<file path="src/rtl/nn_layer_seq.sv">
`default_nettype none
// ============================================================================
// nn_layer_seq : time-multiplexed fully-connected layer, one shared MAC,
//                weights/biases streamed from an external synchronous ROM.
//                Define ACT_RELU_EN for ReLU activation (linear otherwise).
// Revision: 1.0
// ============================================================================
module nn_layer_seq #(
    parameter int DWIDTH = 32,
    parameter int FRAC   = 24,
    parameter int N_IN   = 2,
    parameter int N_OUT  = 3,
    parameter int AWIDTH = 8
) (
    input  logic                     clk,
    input  logic                     rst,
    input  logic                     in_valid,
    output logic                     in_ready,
    input  logic [N_IN*DWIDTH-1:0]   in_data,
    output logic [AWIDTH-1:0]        w_addr,
    input  logic [DWIDTH-1:0]        w_data,
    output logic                     out_valid,
    input  logic                     out_ready,
    output logic [N_OUT*DWIDTH-1:0]  out_data
);

    localparam int ACCW = 2*DWIDTH + 4;
    localparam int KW   = $clog2(N_IN + 1);
    localparam int JW   = $clog2(N_OUT + 1);

    localparam logic signed [ACCW-1:0] SAT_MAX = {{(ACCW-DWIDTH+1){1'b0}}, {(DWIDTH-1){1'b1}}};
    localparam logic signed [ACCW-1:0] SAT_MIN = {{(ACCW-DWIDTH+1){1'b1}}, {(DWIDTH-1){1'b0}}};

    typedef enum logic [1:0] {
        S_IDLE  = 2'd0,
        S_MAC   = 2'd1,
        S_DRAIN = 2'd2,
        S_DONE  = 2'd3
    } state_t;

    state_t                     state_q, state_d;
    logic [KW-1:0]              k_q, k_d;
    logic [JW-1:0]              j_q, j_d;
    logic [AWIDTH-1:0]          addr_q, addr_d;
    logic signed [ACCW-1:0]     acc_q, acc_d;
    logic [N_IN*DWIDTH-1:0]     x_q, x_d;
    logic [N_OUT*DWIDTH-1:0]    out_q, out_d;
    logic                       ov_q, ov_d;

    logic signed [DWIDTH-1:0]   w_sgn;
    logic signed [DWIDTH-1:0]   x_sel;
    logic signed [2*DWIDTH-1:0] prod;
    logic signed [ACCW-1:0]     bias_ext;
    logic signed [ACCW-1:0]     sum;
    logic signed [ACCW-1:0]     shifted;
    logic [DWIDTH-1:0]          sat;
    logic [DWIDTH-1:0]          act;

    assign w_sgn    = $signed(w_data);
    assign prod     = x_sel * w_sgn;
    assign bias_ext = $signed({{(ACCW-DWIDTH){w_data[DWIDTH-1]}}, w_data}) <<< FRAC;
    assign sum      = acc_q + bias_ext;
    assign shifted  = sum >>> FRAC;

    // ROM data lags the address by one cycle, so MAC step k consumes input k-1.
    always_comb begin
        x_sel = '0;
        for (int i = 0; i < N_IN; i++) begin
            if (k_q == KW'(i + 1)) begin
                x_sel = $signed(x_q[i*DWIDTH +: DWIDTH]);
            end
        end
    end

    always_comb begin
        sat = shifted[DWIDTH-1:0];
        if (shifted > SAT_MAX) begin
            sat = {1'b0, {(DWIDTH-1){1'b1}}};
        end else if (shifted < SAT_MIN) begin
            sat = {1'b1, {(DWIDTH-1){1'b0}}};
        end
    end

`ifdef ACT_RELU_EN
    assign act = sat[DWIDTH-1] ? '0 : sat;
`else
    assign act = sat;
`endif

    always_comb begin
        state_d = state_q;
        k_d     = k_q;
        j_d     = j_q;
        addr_d  = addr_q;
        acc_d   = acc_q;
        x_d     = x_q;
        out_d   = out_q;
        ov_d    = ov_q;
        case (state_q)
            S_IDLE: begin
                if (in_valid) begin
                    x_d     = in_data;
                    addr_d  = '0;
                    k_d     = '0;
                    j_d     = '0;
                    acc_d   = '0;
                    state_d = S_MAC;
                end
            end
            S_MAC: begin
                // Address runs straight through, ending on the next neuron's base.
                addr_d = addr_q + AWIDTH'(1);
                if (k_q != '0) begin
                    acc_d = acc_q + {{4{prod[2*DWIDTH-1]}}, prod};
                end
                if (k_q == KW'(N_IN)) begin
                    k_d     = '0;
                    state_d = S_DRAIN;
                end else begin
                    k_d = k_q + KW'(1);
                end
            end
            S_DRAIN: begin
                for (int j = 0; j < N_OUT; j++) begin
                    if (j_q == JW'(j)) begin
                        out_d[j*DWIDTH +: DWIDTH] = act;
                    end
                end
                acc_d = '0;
                if (j_q == JW'(N_OUT - 1)) begin
                    state_d = S_DONE;
                end else begin
                    j_d     = j_q + JW'(1);
                    state_d = S_MAC;
                end
            end
            S_DONE: begin
                // First DONE cycle registers out_valid; handshake only once it is visible.
                if (!ov_q) begin
                    ov_d = 1'b1;
                end else if (out_ready) begin
                    ov_d    = 1'b0;
                    state_d = S_IDLE;
                end
            end
            default: state_d = S_IDLE;
        endcase
    end

    always_ff @(posedge clk or posedge rst) begin
        if (rst) begin
            state_q <= S_IDLE;
            k_q     <= '0;
            j_q     <= '0;
            addr_q  <= '0;
            acc_q   <= '0;
            x_q     <= '0;
            out_q   <= '0;
            ov_q    <= 1'b0;
        end else begin
            state_q <= state_d;
            k_q     <= k_d;
            j_q     <= j_d;
            addr_q  <= addr_d;
            acc_q   <= acc_d;
            x_q     <= x_d;
            out_q   <= out_d;
            ov_q    <= ov_d;
        end
    end

    assign in_ready  = (state_q == S_IDLE) & ~rst;
    assign w_addr    = addr_q;
    assign out_valid = ov_q;
    assign out_data  = out_q;

endmodule
`default_nettype wire
</file>
<file path="config.mk">
export PLATFORM = sky130hd
export DESIGN_NAME = nn_layer_seq
export DESIGN_NICKNAME = d
export VERILOG_FILES = /design/src/rtl/nn_layer_seq.sv
export SDC_FILE = /design/constraint.sdc
export NUM_CORES = 2
export LEC_CHECK = 0
export ABC_AREA = 1
export CORE_UTILIZATION = 59
export CTS_BUF_LIST = sky130_fd_sc_hd__clkbuf_2 sky130_fd_sc_hd__clkbuf_4 sky130_fd_sc_hd__clkbuf_8
export DETAILED_ROUTE_END_ITERATION = 12
export PLACE_DENSITY = 0.79
export REMOVE_ABC_BUFFERS = 1
export SETUP_SLACK_MARGIN = 0.1
export SYNTH_ARGS = -nofsm -noshare
export SYNTH_HDL_FRONTEND = slang
export SYNTH_SLANG_ARGS = --single-unit
export TNS_END_PERCENT = 50
</file>
<file path="constraint.sdc">
create_clock -name clk -period 25.8 [get_ports clk]
set_input_delay 3.87 -clock clk [delete_from_list [all_inputs] [get_ports clk]]
set_output_delay 3.87 -clock clk [all_outputs]
set_load 0.01 [all_outputs]
</file>
== Word-level counts from Yosys, hierarchy flattened ==
Index checks and enable logic that the tools add are counted.

* Bitwise logic cells: 2
* Add/subtract/negate cells: 5
* Multiplexer cells: 22
* Order comparisons: 2
* $mul: 1
* Reductions and logical operators: 14
* Equality and inequality tests: 13

{| class="wikitable"
|+ Operators with widths
! operator !! count
|-
| case mux 68 bit (3 select lines) || 1
|-
| two-way mux 68 bit || 2
|-
| two-way mux 32 bit || 4
|-
| adder 68 x 56 -> 68 bit || 1
|-
| adder 68 bit || 1
|-
| multiplier 32 x 32 -> 64 bit || 1
|-
| > comparator 44 x 32 -> 1 bit, second input constant || 1
|-
| less-than comparator 44 x 32 -> 1 bit, second input constant || 1
|-
| two-way mux 2 bit || 8
|-
| case mux 8 bit (2 select lines) || 1
|-
| != test 2 bit, second input constant || 6
|-
| AND reduction 2 bit || 5
|-
| adder 8 x 1 -> 8 bit, second input constant || 1
|-
| equality test 2 bit, second input constant || 4
|-
| two-way mux 8 bit || 1
|-
| case mux 2 bit (2 select lines) || 2
|-
| case mux 2 bit (4 select lines) || 1
|-
| equality test 2 x 1 -> 1 bit, second input constant || 3
|-
| AND reduction 3 bit || 2
|-
| nonzero test 2 bit || 3
|-
| adder 2 x 1 -> 2 bit, second input constant || 2
|-
| logical NOT 2 bit || 2
|-
| AND reduction 4 bit || 1
|-
| nonzero test 3 bit || 1
|-
| other kinds (3) || 4
|}

* Bits in registers: 243
* Output and inout bits: 106
* Logic and storage cells: 69
* Bits of input ports: 100

== Depth between registers and ports, before layout ==
* Depth after elaboration: 7
* Gate-level depth with buffers: 51
* Gate-level depth less buffers: 49

== Worst setup path after synthesis ==
Ideal clock, no wire load.

* Path type: input -> register
* Start: in w_data[2]
* End: reg acc_q[66]
* Stages: 36
* Path slack: 13.275 ns
* Arrival: 12.402 ns
* Cells stage by stage: buf_1 inv_1 nor2_1 fa_1 fa_1 fa_1 inv_1 fa_1 inv_1 fa_1 fa_1 inv_1 fa_1 inv_1 fa_1 ha_1 nand2_1 nor2_1 inv_1 nor2_1 nand2_1 nor4_1 a21oi_1 nand2_1 nand2_1 ha_1 inv_1 nor3_1 nand2_1 nor2_1 nand3_1 or3_1 nand3b_1 a21oi_1 o21ai_0 nand2_1

* Word-level cells in the longest chain between the ends: 4

{| class="wikitable"
|+ RTL lines
! what !! line !! source
|-
| from (decl) || 21 || <nowiki>input logic [DWIDTH-1:0] w_data,</nowiki>
|-
| multiplier 32 x 32 -> 64 bit || 60 || <nowiki>assign prod = x_sel * w_sgn;</nowiki>
|-
| adder 68 bit || 114 || <nowiki>acc_d = acc_q + {{4{prod[2*DWIDTH-1]}}, prod};</nowiki>
|-
| two-way mux 68 bit || 113 || <nowiki>if (k_q != '0) begin</nowiki>
|-
| case mux 68 bit (3 select lines) || 99 || <nowiki>case (state_q)</nowiki>
|-
| to (signal assigned) || 156 || <nowiki>acc_q <= '0;</nowiki>
|-
| to (signal assigned) || 165 || <nowiki>acc_q <= acc_d;</nowiki>
|-
| to (decl) || 45 || <nowiki>logic signed [ACCW-1:0] acc_q, acc_d;</nowiki>
|}

Every way passes these cells. The select of a mux whose other input is x is not followed.
A chain may end at the register's enable or synchronous reset.

== Final worst setup path ==
* Start: in w_data[7]
* End: reg acc_q[52]

The elaborated chain is that of the path after synthesis.

==> impl_metrics.py <==
metrics = {
    "clock_tree": {
        "cts_tree": "yes",
        "htreeDepth": 2,
        "root_buffer": "clkbuf_8",
        "hold_buffers": 0,
        "cts_setup_buffers": 0,
        "clk_pin_slew_ps": 60,
        "cts_buffer_depth": 3,
        "clock_latency_ps": 700,
        "cts.sinks": 243,
        "cts_made_buffers": 48,
        "cts_resized": 0,
    },
    "global_route": {
        "grt_pass1_wl_mm": 287,
        "grt_max_degree": 123,
        "grt-ovfl-total": 0,
        "grt_antenna_before_repair": 6,
        "grtUsageTotal_pct": 40.8,
        "grt_pass1_vias": 49600,
    },
    "die": {
        "die-area_mm2": 0.0928,
        "coreArea_mm2": 0.0904,
        "io_pins": 206,
        "start_util_pct": 59.8,
        "die_y_um": 305,
        "num_rows": 110,
        "die_w_um": 305,
    },
    "timing": {
        "tightest_slew_ps": 1170,
        "finalCritPeriodShare_pct": 57.7,
        "rsz0062_at_grt": "no",
        "finClkSkew_ps": 63.4,
        "fin_crit_ps": 14880,
        "setup_violations": 0,
        "layout_setup_ws_ps": 10920,
        "report.final.slew_viol_count": 0,
        "max_freq_ghz": 0.0672,
        "fin_setup_tns_ps": 0,
        "final-hold-violation-count": 0,
        "slew_headroom_pct": 21.6,
    },
    "routing": {
        "drc": 0,
        "firstDrtPassIters": 7,
        "viasPerCell": 5.72,
        "first_iter_violations": 4963,
        "drt-total-wl_mm": 183,
        "vias": 47500,
        "postRouteAntennaNets": 0,
        "routedWlPerCell_um": 22.1,
    },
    "outcome": {
        "status": "finished, final reports clean",
    },
    "cells_and_area": {
        "post-route-util_pct": 64.6,
        "nets": 8569,
        "area_growth_pct": 8.08,
        "stdcell_area_mm2": 0.0584,
        "final_layout_size_suffix_gt1_share_pct": 4.16,
    },
    "place": {
        "dp.final_hpwl_mm": 150,
        "port_buffers": 205,
        "placed_cell_area_mm2": 0.0573,
        "preCtsSetupSlack_ps": 10720,
        "gp_congestion": 1.03,
    },
    "worst_setup_path": {
        "startpoint": "w_data[7]",
        "r2r_start": "k_q[1]",
        "crit_fanout": 25,
        "cp-start-kind": "input port",
        "slowest_delay_ps": 850,
        "slowest_stage": "clkinv_1",
        "cpMostUsedCell": "fa_1",
        "crit_type": "in2reg",
        "end_kind": "flop",
        "worstPathArrival_ps": 15440,
        "required_ps": 26360,
    },
    "logic_synthesis": {
        "syn_area_mm2": 0.0540,
        "yosysSeqAreaShare_pct": 11.3,
        "ys.flop_type": "dfrtp_1",
        "synth_top_area_share_pct": 40.2,
        "synth_cells": 6959,
        "synth-edff-count": 0,
        "yosysTopAreaCell": "fa_1",
        "netlist_top_cells_area": "fa_1, nand2_1, dfrtp_1",
        "syn_area_per_cell_um2": 7.76,
        "ys_types": 52,
        "ys_warn_count": 0,
        "synth.ff_latch_count": 243,
        "async_flop_share_pct": 100,
    },
    "run": {
        "maxCapViolCount": 0,
    },
    "worst_hold_path": {
        "hold_class": "reg2reg",
        "hold_start": "w_addr[7]",
    },
}
## flip-flops by register name, summed over array words and instances (netlist names)
register	flops
acc_q	68
k_q	2
x_q	64
w_addr	8
out_valid	1
out_data	96
state_q	2
j_q	2
## area by class of cell
type                            instances  area (um2)
Clock buffer                           70         895
Antenna cell                            4        10.0
Timing Repair Buffer                  287        2680
Sequential cell                       243        6080
Inverter                             1437        5400
Tap cell                             1176        1470
Multi-Input combinational cell       5066       41700
Fill cell                            7963       32000
Clock inverter                         16         195
## cell usage in the layout, fill, tap and decap left out, drive strengths merged, types with 41 or more instances in the layout
cell type / count
ha: 302
dfrtp: 243
o21ai: 188
nand2: 1930
nand3: 110
clkbuf: 70
a21oi: 231
xor2: 59
inv: 1406
a31oi: 41
nor2: 881
clkdlybuf4s50: 205
buf: 82
fa: 1084
xnor2: 45
clkinv: 42
## cell families after synthesis
logic type      after synthesis  share of synthesized area, %
buf+inv                    1650                          11.7
compound gates              562                          5.86
fa+ha+maj                  1386                          47.2
flops                       243                          11.3
simple gates               3014                          22.4
xor+xnor                    104                          1.69
## synthesized netlist by cell type, types with 5 or more instances
cell / number
a211oi_1: 5
a21boi_0: 10
a21o_1: 20
a21oi_1: 231
a31oi_1: 41
a32o_1: 7
buf_1: 14
buf_12: 6
buf_2: 9
clkbuf_1: 184
clkinv_1: 33
dfrtp_1: 243
fa_1: 1084
ha_1: 302
inv_1: 1395
inv_2: 9
nand2_1: 1861
nand2_2: 38
nand2_4: 31
nand3_1: 105
nand3_2: 5
nand3b_1: 8
nand4_1: 25
nor2_1: 861
nor2_2: 18
nor3_1: 25
nor4_1: 13
o211ai_1: 7
o21a_1: 7
o21ai_0: 186
o21bai_1: 21
o31ai_1: 8
or2_2: 12
xnor2_1: 45
xor2_1: 59
## path summary, 6_finish.rpt
check / to / slack (ps) / cells past startpoint
setup / recovery: acc_q[52] / 10920 / 34
hold / removal: w_addr[7] / 470 / 1
setup reg to reg: acc_q[52] / 12500 / 37
hold reg to reg: w_addr[7] / 470 / 1
max in group asynchronous: out_data[44] / 20660 / 3
min in group asynchronous: w_addr[7] / 3780 / 2
## critical path, delay by kind of cell
| kind | cells | cell delay, ps |
|---|---|---|
| XOR/XNOR | 1 | 330 |
| AO/OA/AOI/OAI | 6 | 1920 |
| buffers and inverters | 6 | 1760 |
| adder cells (fa/ha/maj) | 10 | 5010 |
| AND/OR/NAND/NOR | 11 | 2540 |
## routing by layer
metal  global-route usage [%]  vias to the layer above  wire length (um)
li1                         -                    20800                 -
met1                     52.9                    23400             69300
met2                     63.7                     2688             81600
met3                     9.37                      624             20200
met4                     22.2                        0             12200
met5                        0                        -                 0
## through the flow
stage	hold slack, ps	instances
after floorplan	442	6746
after detailed placement	458	8209
after global routing	490	8298
after CTS	473	8295
final	467	8299
after global placement	450	8209
Power is not shown: default switching activity piles up to over one toggle a cycle in this logic, so the estimate is an artifact.
